`config.mk`:
```
export PLATFORM = sky130hd
export DESIGN_NAME = image_ram_loader
export DESIGN_NICKNAME = d
export VERILOG_FILES = /design/src/rtl/image_ram_loader.sv
export SDC_FILE = /design/constraint.sdc
export NUM_CORES = 1
export LEC_CHECK = 0
export ABC_AREA = 1
export BUFFER_PORTS_ARGS = -buffer_cell sky130_fd_sc_hd__buf_2
export CORE_UTILIZATION = 50
export DETAILED_ROUTE_END_ITERATION = 7
export GPL_TIMING_DRIVEN = 0
export PLACE_DENSITY = 0.7
export SYNTH_ARGS = -nofsm -noshare
export SYNTH_HDL_FRONTEND = slang
export SYNTH_SLANG_ARGS = --single-unit
export TNS_END_PERCENT = 100
```
`constraint.sdc`:
```
create_clock -name i_CLK -period 1.6 [get_ports i_CLK]
set_input_delay 0.16 -clock i_CLK [delete_from_list [all_inputs] [get_ports i_CLK]]
set_output_delay 0.16 -clock i_CLK [all_outputs]
set_load 0.01 [all_outputs]
```
`src/rtl/image_ram_loader.sv`:
```
// Loads one RGB332 image from a framed UART byte stream into the image Block RAM write port.
// Optional trailing checksum byte enabled by defining IMAGE_LOADER_CHECKSUM_EN.
module image_ram_loader #(
    parameter int         BusSize        = 11,
    parameter int         NumElements    = 1600,
    parameter int         DataSize       = 8,
    parameter logic [7:0] SYNC_BYTE      = 8'hA5,
    parameter int         TIMEOUT_CYCLES = 2_500_000
) (
    input  logic                i_CLK,
    input  logic                i_reset,
    input  logic                i_rx_dv,
    input  logic [7:0]          i_rx_byte,
    output logic                o_write_en,
    output logic [BusSize-1:0]  o_write_addr,
    output logic [DataSize-1:0] o_write_data,
    output logic                o_busy,
    output logic                o_done,
    output logic                o_error
);

    // state | meaning
    // IDLE  | waiting for SYNC_BYTE, every other byte dropped
    // DATA  | payload bytes written to RAM at consecutive addresses
    // CHECK | waiting for the checksum byte (checksum build only)

    localparam int TimerWidth = $clog2(TIMEOUT_CYCLES);
    localparam logic [BusSize-1:0]    LastAddr = BusSize'(NumElements - 1);
    localparam logic [TimerWidth-1:0] TimerEnd = TimerWidth'(TIMEOUT_CYCLES - 1);

    typedef enum logic [1:0] {
        IDLE,
        DATA
`ifdef IMAGE_LOADER_CHECKSUM_EN
        , CHECK
`endif
    } state_t;

    state_t                state;
    logic [BusSize-1:0]    byte_count;
    logic [7:0]            checksum;
    logic [TimerWidth-1:0] idle_timer;

    always_ff @(posedge i_CLK) begin
        if (i_reset) begin
            state        <= IDLE;
            byte_count   <= '0;
            checksum     <= '0;
            idle_timer   <= '0;
            o_write_en   <= 1'b0;
            o_write_addr <= '0;
            o_write_data <= '0;
            o_busy       <= 1'b0;
            o_done       <= 1'b0;
            o_error      <= 1'b0;
        end else begin
            o_write_en <= 1'b0;
            o_done     <= 1'b0;
            case (state)
                IDLE: begin
                    idle_timer <= '0;
                    if (i_rx_dv && i_rx_byte == SYNC_BYTE) begin
                        state      <= DATA;
                        byte_count <= '0;
                        checksum   <= '0;
                        o_error    <= 1'b0;
                        o_busy     <= 1'b1;
                    end
                end

                DATA: begin
                    if (i_rx_dv) begin
                        idle_timer   <= '0;
                        o_write_en   <= 1'b1;
                        o_write_addr <= byte_count;
                        o_write_data <= DataSize'(i_rx_byte);
                        checksum     <= checksum + i_rx_byte;
                        if (byte_count == LastAddr) begin
`ifdef IMAGE_LOADER_CHECKSUM_EN
                            state  <= CHECK;
`else
                            state  <= IDLE;
                            o_busy <= 1'b0;
                            o_done <= 1'b1;
`endif
                        end else begin
                            byte_count <= byte_count + BusSize'(1);
                        end
                    end else if (idle_timer == TimerEnd) begin
                        state      <= IDLE;
                        idle_timer <= '0;
                        o_busy     <= 1'b0;
                        o_error    <= 1'b1;
                    end else begin
                        idle_timer <= idle_timer + TimerWidth'(1);
                    end
                end

`ifdef IMAGE_LOADER_CHECKSUM_EN
                CHECK: begin
                    if (i_rx_dv) begin
                        state      <= IDLE;
                        idle_timer <= '0;
                        o_busy     <= 1'b0;
                        if (i_rx_byte == checksum) o_done  <= 1'b1;
                        else                       o_error <= 1'b1;
                    end else if (idle_timer == TimerEnd) begin
                        state      <= IDLE;
                        idle_timer <= '0;
                        o_busy     <= 1'b0;
                        o_error    <= 1'b1;
                    end else begin
                        idle_timer <= idle_timer + TimerWidth'(1);
                    end
                end
`endif

                default: state <= IDLE;
            endcase
        end
    end

endmodule

```
==> results of run 1 <==
==> cells in the mapped netlist <==
master    count
a21oi_1      25
buf_2         3
buf_6         4
clkbuf_1      5
dfxtp_1      56
ha_1          2
inv_1        26
inv_2         3
nand2_1      89
nand2_2       3
nand3_1      29
nand3_2       2
nand3b_1      4
nand4_1       8
nand4_4       1
nor2_1       87
nor2_2        2
nor2_4        1
nor3_1        2
nor3_2        1
nor3b_1       1
o21ai_0      20
xnor2_1       5
xor2_1       10
==> cell type report <==
| cell class | count | area share, % |
|---|---|---|
| Multi-Input combinational cell | 292 | 45.7 |
| Timing Repair Buffer | 33 | 5.41 |
| Inverter | 29 | 3.51 |
| Clock buffer | 5 | 2.22 |
| Buffer | 12 | 2.54 |
| Tap cell | 70 | 2.82 |
| Sequential cell | 56 | 36.4 |
| Clock inverter | 3 | 1.37 |
==> power breakdown <==
group / leakage (uW) / switching, uW / total, uW / internal [uW]
combinational: 0.000620 / 33.0 / 50.5 / 17.5
sequential: 0.000453 / 0.672 / 1390 / 1390
clock: 0.0000541 / 472 / 936 / 464
total: 0.00113 / 506 / 2380 / 1870
==> registers in the layout, summed over array words and instances, names as in the netlist <==
register and count:
o_error 1, o_write_en 1, o_busy 1, o_write_addr 11
idle_timer 22, o_done 1, o_write_data 8, byte_count 11
==> final timing paths <==
kind	start	end	slack, ns	cells after the start
setup / recovery	o_busy	o_write_addr[10]	0.11	5
hold / removal	i_rx_byte[7]	o_write_data[7]	0.06	3
setup reg to reg	o_busy	o_write_addr[10]	0.11	5
hold reg to reg	o_error	o_error	0.47	2
==> worst max-delay path: stages (launching register included) <==
cell	delay, ns
dfxtp_1	0.58
nand2_1	0.13
inv_1	0.14
clkbuf_1	0.31
o21ai_0	0.13
a21oi_1	0.14
==> placed cells by master (no fill, tap or decap), drive strengths merged, types with 4 or more instances in the layout <==
cell	netlist	routed
inv	29	29
dfxtp	56	56
nand4	9	9
nand3b	4	4
xnor2	5	5
buf	7	40
o21ai	20	20
nand3	31	31
xor2	10	10
a21oi	25	25
nor2	90	90
nand2	92	92
clkbuf	5	10
==> logic make-up (layout without fill, tap and decap cells) <==
family          Yosys count  in the layout  synth area share [%]
compound gates           45             45                  8.38
xor+xnor                 15             15                  4.89
fa+ha+maj                 2              2                 0.931
buf+inv                  41             82                  6.98
flops                    56             56                  41.7
simple gates            230            230                  37.1
==> layer usage <==
| metal | track usage (%) | up-vias | wire length [um] |
|---|---|---|---|
| met1 | 25.9 | 1139 | 2760 |
| met2 | 42.1 | 43 | 3040 |
| li1 | - | 1320 | - |
| met3 | 4.50 | 10 | 197 |
| met5 | 0 | - | 0 |
| met4 | 8.02 | 0 | 119 |
==> stage by stage <==
stage | instance area, um2 | hold WS, ns | std cells
floorplan | 2690 | 0.263 | 389
global placement | 2940 | 0.373 | 491
detailed placement | 2940 | 0.392 | 491
CTS | 3060 | 0.0573 | 500
global route | 3100 | 0.0683 | 500
finish | 3100 | 0.0568 | 500
==> timing repair <==
item,CTS,global route
pin swaps,1,0
endpoints found under the hold margin,0,0
gates resized for setup,5,6
setup endpoints to repair,29,29
buffers inserted,1,0
==> results.py, run 1 <==
metrics = {
    "global_route": {
        "grt_start_max_net_pins": 18,
        "grt_usage_pct": 22.7,
        "antenna_found_initial": 0,
        "grt_first_pass_wirelength_mm": 9.70,
        "grt_pass1_vias": 2235,
        "grt_overflow": 0,
    },
    "synth": {
        "yosysTopAreaCellShare_pct": 41.7,
        "synth_area_leader_cell": "dfxtp_1",
        "yosysWarnings": 0,
        "synthesis.nets": 402,
        "syn_area_per_cell_um2": 6.91,
        "synth_seq_cells": 56,
        "synthTopCellsByArea": "dfxtp_1 (42%), nand2_1 (12%), nor2_1 (12%)",
        "syn-instance-count": 389,
        "ys_types": 24,
        "synth_area_um2": 2690,
        "ys_seq_area_share_pct": 41.7,
    },
    "pwr": {
        "leakage_uw": 0.00113,
        "p_per_area_nw_per_um2": 767,
        "totalPowerFinal_uw": 2380,
        "ir_drop_v": 0.000435,
    },
    "final_layout": {
        "diodes": 0,
        "drive_gt1_share_pct": 15.6,
        "seq_area_um2": 1130,
        "fin_util_pct": 60.3,
        "synthToLayoutAreaGrowth_pct": 15.4,
        "multi_input_area_um2": 1420,
        "layout.nets": 442,
        "fill_cells": 537,
    },
    "placed_design": {
        "dp_worst_setup_slack_ns": -0.108,
        "gp_congestion": 0.955,
        "io_buffers": 32,
        "hpwl_mm": 4.51,
    },
    "clock_tree": {
        "cts.sinks": 56,
        "clk_pin_slew_worst_paths_ns": 0.10,
        "cts_made_buffers": 5,
        "cts_root_buffer": "clkbuf_8",
        "cts_max_level": 2,
        "cts_buffer_depth": 2,
        "postCtsHoldBufs": 0,
        "cts_tree": "built",
        "clock_latency_ns": 0.32,
    },
    "sta": {
        "finalCritPeriodShare_pct": 93.4,
        "hold_viol_final": 0,
        "fin_skew_ns": 0.00875,
        "worst_slew_pin_slew_ns": 0.429,
        "fmax_mhz": 669,
        "fin_tns_setup_ns": 0,
        "rsz0062_at_grt": "no",
        "relSlewSlack_pct": 71.4,
        "maxSlewViolCount": 0,
        "setup_viol_count_final": 0,
        "fin_ws_ns": 0.106,
        "final.min_clock_period_ns": 1.49,
    },
    "floorplan": {
        "fp.dieArea_um2": 5670,
        "core.rowCount": 26,
        "die_h_um": 75.3,
        "pin_count": 34,
        "coreArea_um2": 5140,
        "start_util_pct": 52.3,
        "die_x_um": 75.3,
    },
    "worst_setup_path": {
        "worstPathRequired_ns": 1.85,
        "end_kind": "flip-flop",
        "crit_fanout": 10,
        "critPathKind": "reg -> reg",
        "cp.arrival_ns": 1.74,
        "cp-start-kind": "flip-flop",
    },
    "routing": {
        "drt_wl_total_mm": 6.12,
        "wl_per_cell_um": 12.2,
        "drtAntennaViolNets": 0,
        "viasPerCell": 5.02,
        "num_vias": 2512,
        "drc": 0,
        "firstDrtPassIters": 4,
        "drt_iter0_drc": 117,
    },
    "worst_hold_path": {
        "hold_path_class": "in -> reg",
    },
    "flow_run": {
        "drv_cap": 0,
    },
    "status": {
        "status": "completed",
    },
}
Power figures use the tool's default switching activity.
==> inputs of run 2 (changes only) <==
Clock period 1.6 ns to 1.8 ns, I/O delays scaled along.
==> results.py, run 2 (synthesized netlist as in run 1, its figures left out) <==
metrics = {
    "status": {
        "status": "completed",
    },
    "global_route": {
        "grt_overflow": 0,
        "grt_usage_pct": 22.7,
        "grt_pass1_vias": 2222,
        "grt_start_max_net_pins": 18,
        "antenna_found_initial": 0,
        "grt_first_pass_wirelength_mm": 9.70,
    },
    "worst_setup_path": {
        "end_kind": "flip-flop",
        "r2r_slack_ns": 0.16,
        "cp.arrival_ns": 1.84,
        "crit_fanout": 10,
        "cp-start-kind": "flip-flop",
        "critPathKind": "reg -> reg",
        "worstPathRequired_ns": 2.00,
    },
    "placed_design": {
        "hpwl_mm": 4.51,
        "io_buffers": 32,
        "dp_worst_setup_slack_ns": 0.0922,
        "gp_congestion": 0.955,
    },
    "routing": {
        "drc": 0,
        "drtAntennaViolNets": 0,
        "drt_wl_total_mm": 6.05,
        "firstDrtPassIters": 4,
        "viasPerCell": 5.02,
        "drt_iter0_drc": 133,
        "wl_per_cell_um": 12.1,
        "num_vias": 2507,
    },
    "sta": {
        "final.min_clock_period_ns": 1.64,
        "fin_skew_ns": 0.00786,
        "worst_hold_slack_ns": 0.0791,
        "worst_slew_pin_slew_ns": 0.447,
        "rsz0062_at_grt": "no",
        "fin_ws_ns": 0.164,
        "fmax_mhz": 611,
        "maxSlewViolCount": 0,
        "finalCritPeriodShare_pct": 90.9,
        "setup_viol_count_final": 0,
        "relSlewSlack_pct": 70.2,
        "fin_tns_setup_ns": 0,
        "hold_viol_final": 0,
    },
    "final_layout": {
        "largest_reg_flops": 22,
        "synthToLayoutAreaGrowth_pct": 13.6,
        "final_cell_mix": "nand2_1 (89), nor2_1 (87), dfxtp_1 (55)",
        "drive_gt1_share_pct": 14.7,
        "diodes": 0,
        "multi_input_area_um2": 1380,
        "fill_cells": 543,
        "reg_top3": "idle_timer x22, byte_count x11, o_write_addr x11",
        "largest_register": "idle_timer",
        "layout.nets": 441,
        "fin_util_pct": 59.4,
        "seq_area_um2": 1120,
        "final_common_cell": "nand2_1",
    },
    "floorplan": {
        "fp.dieArea_um2": 5670,
        "die_x_um": 75.3,
        "core.rowCount": 26,
        "start_util_pct": 52.3,
        "coreArea_um2": 5140,
        "pin_count": 34,
        "die_h_um": 75.3,
    },
    "pwr": {
        "leakage_uw": 0.00112,
        "p_per_area_nw_per_um2": 692,
        "ir_drop_v": 0.000387,
        "totalPowerFinal_uw": 2110,
    },
    "clock_tree": {
        "clock_latency_ns": 0.32,
        "cts.sinks": 56,
        "clk_pin_slew_worst_paths_ns": 0.10,
        "cts_made_buffers": 5,
        "cts_tree": "built",
        "cts_root_buffer": "clkbuf_8",
        "cts_setup_buffers": 0,
        "cts_max_level": 2,
        "cts_buffer_depth": 2,
    },
    "flow_run": {
        "drv_cap": 0,
    },
    "worst_hold_path": {
        "hold_path_class": "in -> reg",
    },
}
## run 2: changes by cell type in the layout (fill, tap and decap cells not counted), sizes merged
cell  delta
buf      -1
## run 2: worst paths after layout
check / startpoint / endpoint / cells past startpoint
worst min-delay path: i_rx_byte[7] / o_write_data[7] / 3
worst min register to register: idle_timer[0] / idle_timer[0] / 1
worst max register to register: byte_count[0] / byte_count[3] / 9
worst max-delay path: byte_count[0] / byte_count[3] / 9
## run 2: area by class of cell
cell class,count,area share (%)
Tap cell,70,2.87
Clock buffer,5,2.25
Multi-Input combinational cell,292,45.3
Timing Repair Buffer,32,5.25
Inverter,29,3.57
Clock inverter,3,1.39
Sequential cell,56,36.8
Buffer,12,2.58
## run 2: per-layer routing
layer  global-route usage, %  vias up  routed length, um
li1                        -     1321                  -
met1                    25.8     1141               2760
met2                    42.1       36               3010
met3                    4.50        9                160
met4                    8.02        0                114
met5                       0        -                  0
## run 2: stage by stage
| stage | area (um2) | std cells |
|---|---|---|
| finish | 3050 | 499 |
| global route | 3050 | 499 |
| CTS | 3050 | 499 |
| detailed placement | 2940 | 491 |
| global placement | 2940 | 491 |
| floorplan | 2690 | 389 |
## run 2: worst max-delay path, stage by stage, from the launching register on
cell and delay [ns]:
dfxtp_1 0.45, ha_2 0.27, nand3_2 0.12, nor2_2 0.14, nand2_1 0.12, nand2_2 0.11, nand2_2 0.06, buf_6 0.14
nand2_1 0.06, a21oi_1 0.05
## run 2: where the power goes
group	switching, uW	internal, uW
sequential	0.557	1240
combinational	29.4	15.5
clock	417	412
total	447	1670
## run 2: timing repair
item	CTS	global route
endpoints found under the setup margin	0	22
resized for setup	0	3
hold buffers	0	0
==> inputs of run 3 (changes only) <==
Settings changed: MAX_ROUTING_LAYER from default to met4, SLEW_MARGIN from default to 15.
==> results.py, run 3 (synthesized netlist as in run 1, its figures left out) <==
metrics = {
    "final_layout": {
        "reg_top3": "idle_timer x22, byte_count x11, o_write_addr x11",
        "final_cell_mix": "nand2_1 (89), nor2_1 (87), dfxtp_1 (56)",
        "largest_register": "idle_timer",
        "layout.nets": 444,
        "synthToLayoutAreaGrowth_pct": 13.6,
        "final_common_cell": "nand2_1",
        "largest_reg_flops": 22,
        "drive_gt1_share_pct": 14.6,
        "diodes": 0,
        "final_cell_count_no_fill": 502,
    },
    "global_route": {
        "grt_pass1_vias": 2262,
        "antenna_found_initial": 0,
        "grt_overflow": 0,
        "grt_first_pass_wirelength_mm": 9.97,
        "grt_start_max_net_pins": 17,
        "grt_usage_pct": 24.1,
    },
    "worst_setup_path": {
        "cp.arrival_ns": 1.86,
        "crit_fanout": 10,
        "worstPathRequired_ns": 1.99,
        "r2r_cells": 9,
        "r2r_end": "byte_count[5]",
        "critPathKind": "reg -> reg",
        "end_kind": "flip-flop",
        "r2r-start": "byte_count[0]",
        "r2r_slack_ns": 0.13,
        "cp-start-kind": "flip-flop",
    },
    "routing": {
        "num_vias": 2509,
        "wl_per_cell_um": 12.1,
        "firstDrtPassIters": 5,
        "drt_wl_total_mm": 6.06,
        "viasPerCell": 5.00,
        "drtAntennaViolNets": 0,
        "drc": 0,
        "drt_iter0_drc": 193,
    },
    "worst_hold_path": {
        "min_path_cells": 3,
        "hold_end": "o_write_data[7]",
        "hold_path_class": "in -> reg",
        "hp-start": "i_rx_byte[7]",
    },
    "clock_tree": {
        "clk_pin_slew_worst_paths_ns": 0.09,
        "cts_max_level": 2,
        "cts_made_buffers": 5,
        "clock_latency_ns": 0.30,
        "cts.sinks": 56,
        "cts_tree": "built",
        "cts_root_buffer": "clkbuf_8",
        "cts_buffer_depth": 2,
    },
    "sta": {
        "fin_tns_setup_ns": 0,
        "finalCritPeriodShare_pct": 92.5,
        "rsz0062_at_grt": "no",
        "final.min_clock_period_ns": 1.67,
        "maxSlewViolCount": 0,
        "hold_viol_final": 0,
        "fin_skew_ns": 0.00647,
        "setup_viol_count_final": 0,
        "fin_ws_ns": 0.135,
        "fmax_mhz": 601,
        "relSlewSlack_pct": 70.0,
        "worst_slew_pin_slew_ns": 0.449,
    },
    "placed_design": {
        "dp_cells": 491,
        "hpwl_mm": 4.52,
        "gp_congestion": 0.990,
        "io_buffers": 32,
        "dp_worst_setup_slack_ns": 0.0598,
    },
    "floorplan": {
        "fp.dieArea_um2": 5670,
        "core.rowCount": 26,
        "start_util_pct": 52.3,
        "pin_count": 34,
        "coreArea_um2": 5140,
        "die_x_um": 75.3,
        "die_h_um": 75.3,
    },
    "pwr": {
        "ir_drop_v": 0.000364,
        "leakage_uw": 0.00113,
        "p_per_area_nw_per_um2": 651,
    },
    "status": {
        "status": "completed",
    },
    "flow_run": {
        "drv_cap": 0,
    },
}
[run 3: power breakdown]
part	leakage (uW)	switching (uW)	total, uW	internal [uW]
Clock	0.0000445	392	706	314
Sequential	0.000451	0.551	1240	1240
Combinational	0.000633	28.8	44.4	15.6
Total	0.00113	421	1990	1570
[run 3: final cells by class]
| type | instances | area (um2) |
|---|---|---|
| Buffer | 12 | 78.8 |
| Tap cell | 70 | 87.6 |
| Inverter | 29 | 109 |
| Clock buffer | 7 | 86.3 |
| Clock inverter | 1 | 7.51 |
| Timing Repair Buffer | 35 | 183 |
| Multi-Input combinational cell | 292 | 1380 |
| Sequential cell | 56 | 1120 |
| Fill cell | 525 | 2090 |
[run 3: worst max path at each step]
stage | depth (start not counted) | slack (ns) | from | end
6_report | 9 | 0.13 | byte_count[0] | byte_count[5]
5_1_grt | 8 | 0.03 | byte_count[1] | byte_count[4]
4_1_cts | 9 | 0.05 | idle_timer[0] | o_busy
3_5_place_dp | 9 | 0.06 | idle_timer[0] | idle_timer[19]
3_3_place_gp | 9 | 0.08 | idle_timer[0] | idle_timer[19]
2_1_floorplan | 9 | 0.33 | idle_timer[0] | o_busy
[run 3: layer usage]
| layer | share of wire [%] | GRT usage, % | wire, um | up-vias |
|---|---|---|---|---|
| met1 | 46 | 27.5 | 2770 | 1124 |
| met2 | 50 | 41.6 | 3000 | 43 |
| li1 | - | - | - | 1332 |
| met3 | 2.8 | 3.57 | 172 | 10 |
| met5 | 0 | - | 0 | - |
| met4 | 1.9 | 10.9 | 116 | 0 |
[run 3: worst max-delay path: stages, from the launching register on]
cell     delay (ns)
dfxtp_1        0.44
ha_1           0.29
nand3_2        0.13
nor2_2         0.13
nand2_1        0.13
nand2_2        0.11
nand2_2        0.06
buf_6          0.14
nand2_1        0.06
a21oi_1        0.06
[run 3: timing repair]
action,4_1_cts,5_1_grt
setup endpoints to repair,0,20
setup buffers,0,3
hold buffers,0,0
gates resized for setup,0,1
[run 3: metrics by stage]
step / instance area [um2] / util, % / hold WS (ns) / power [uW]
2_1_floorplan: 2690 / - / 0.283 / 1290
3_3_place_gp: 2940 / 57.1 / 0.394 / 1310
3_5_place_dp: 2940 / 57.1 / 0.395 / 1310
4_1_cts: 3030 / 58.9 / 0.0589 / 2030
5_1_grt: 3050 / 59.4 / 0.0772 / 2070
6_report: 3050 / 59.4 / 0.0777 / 1990
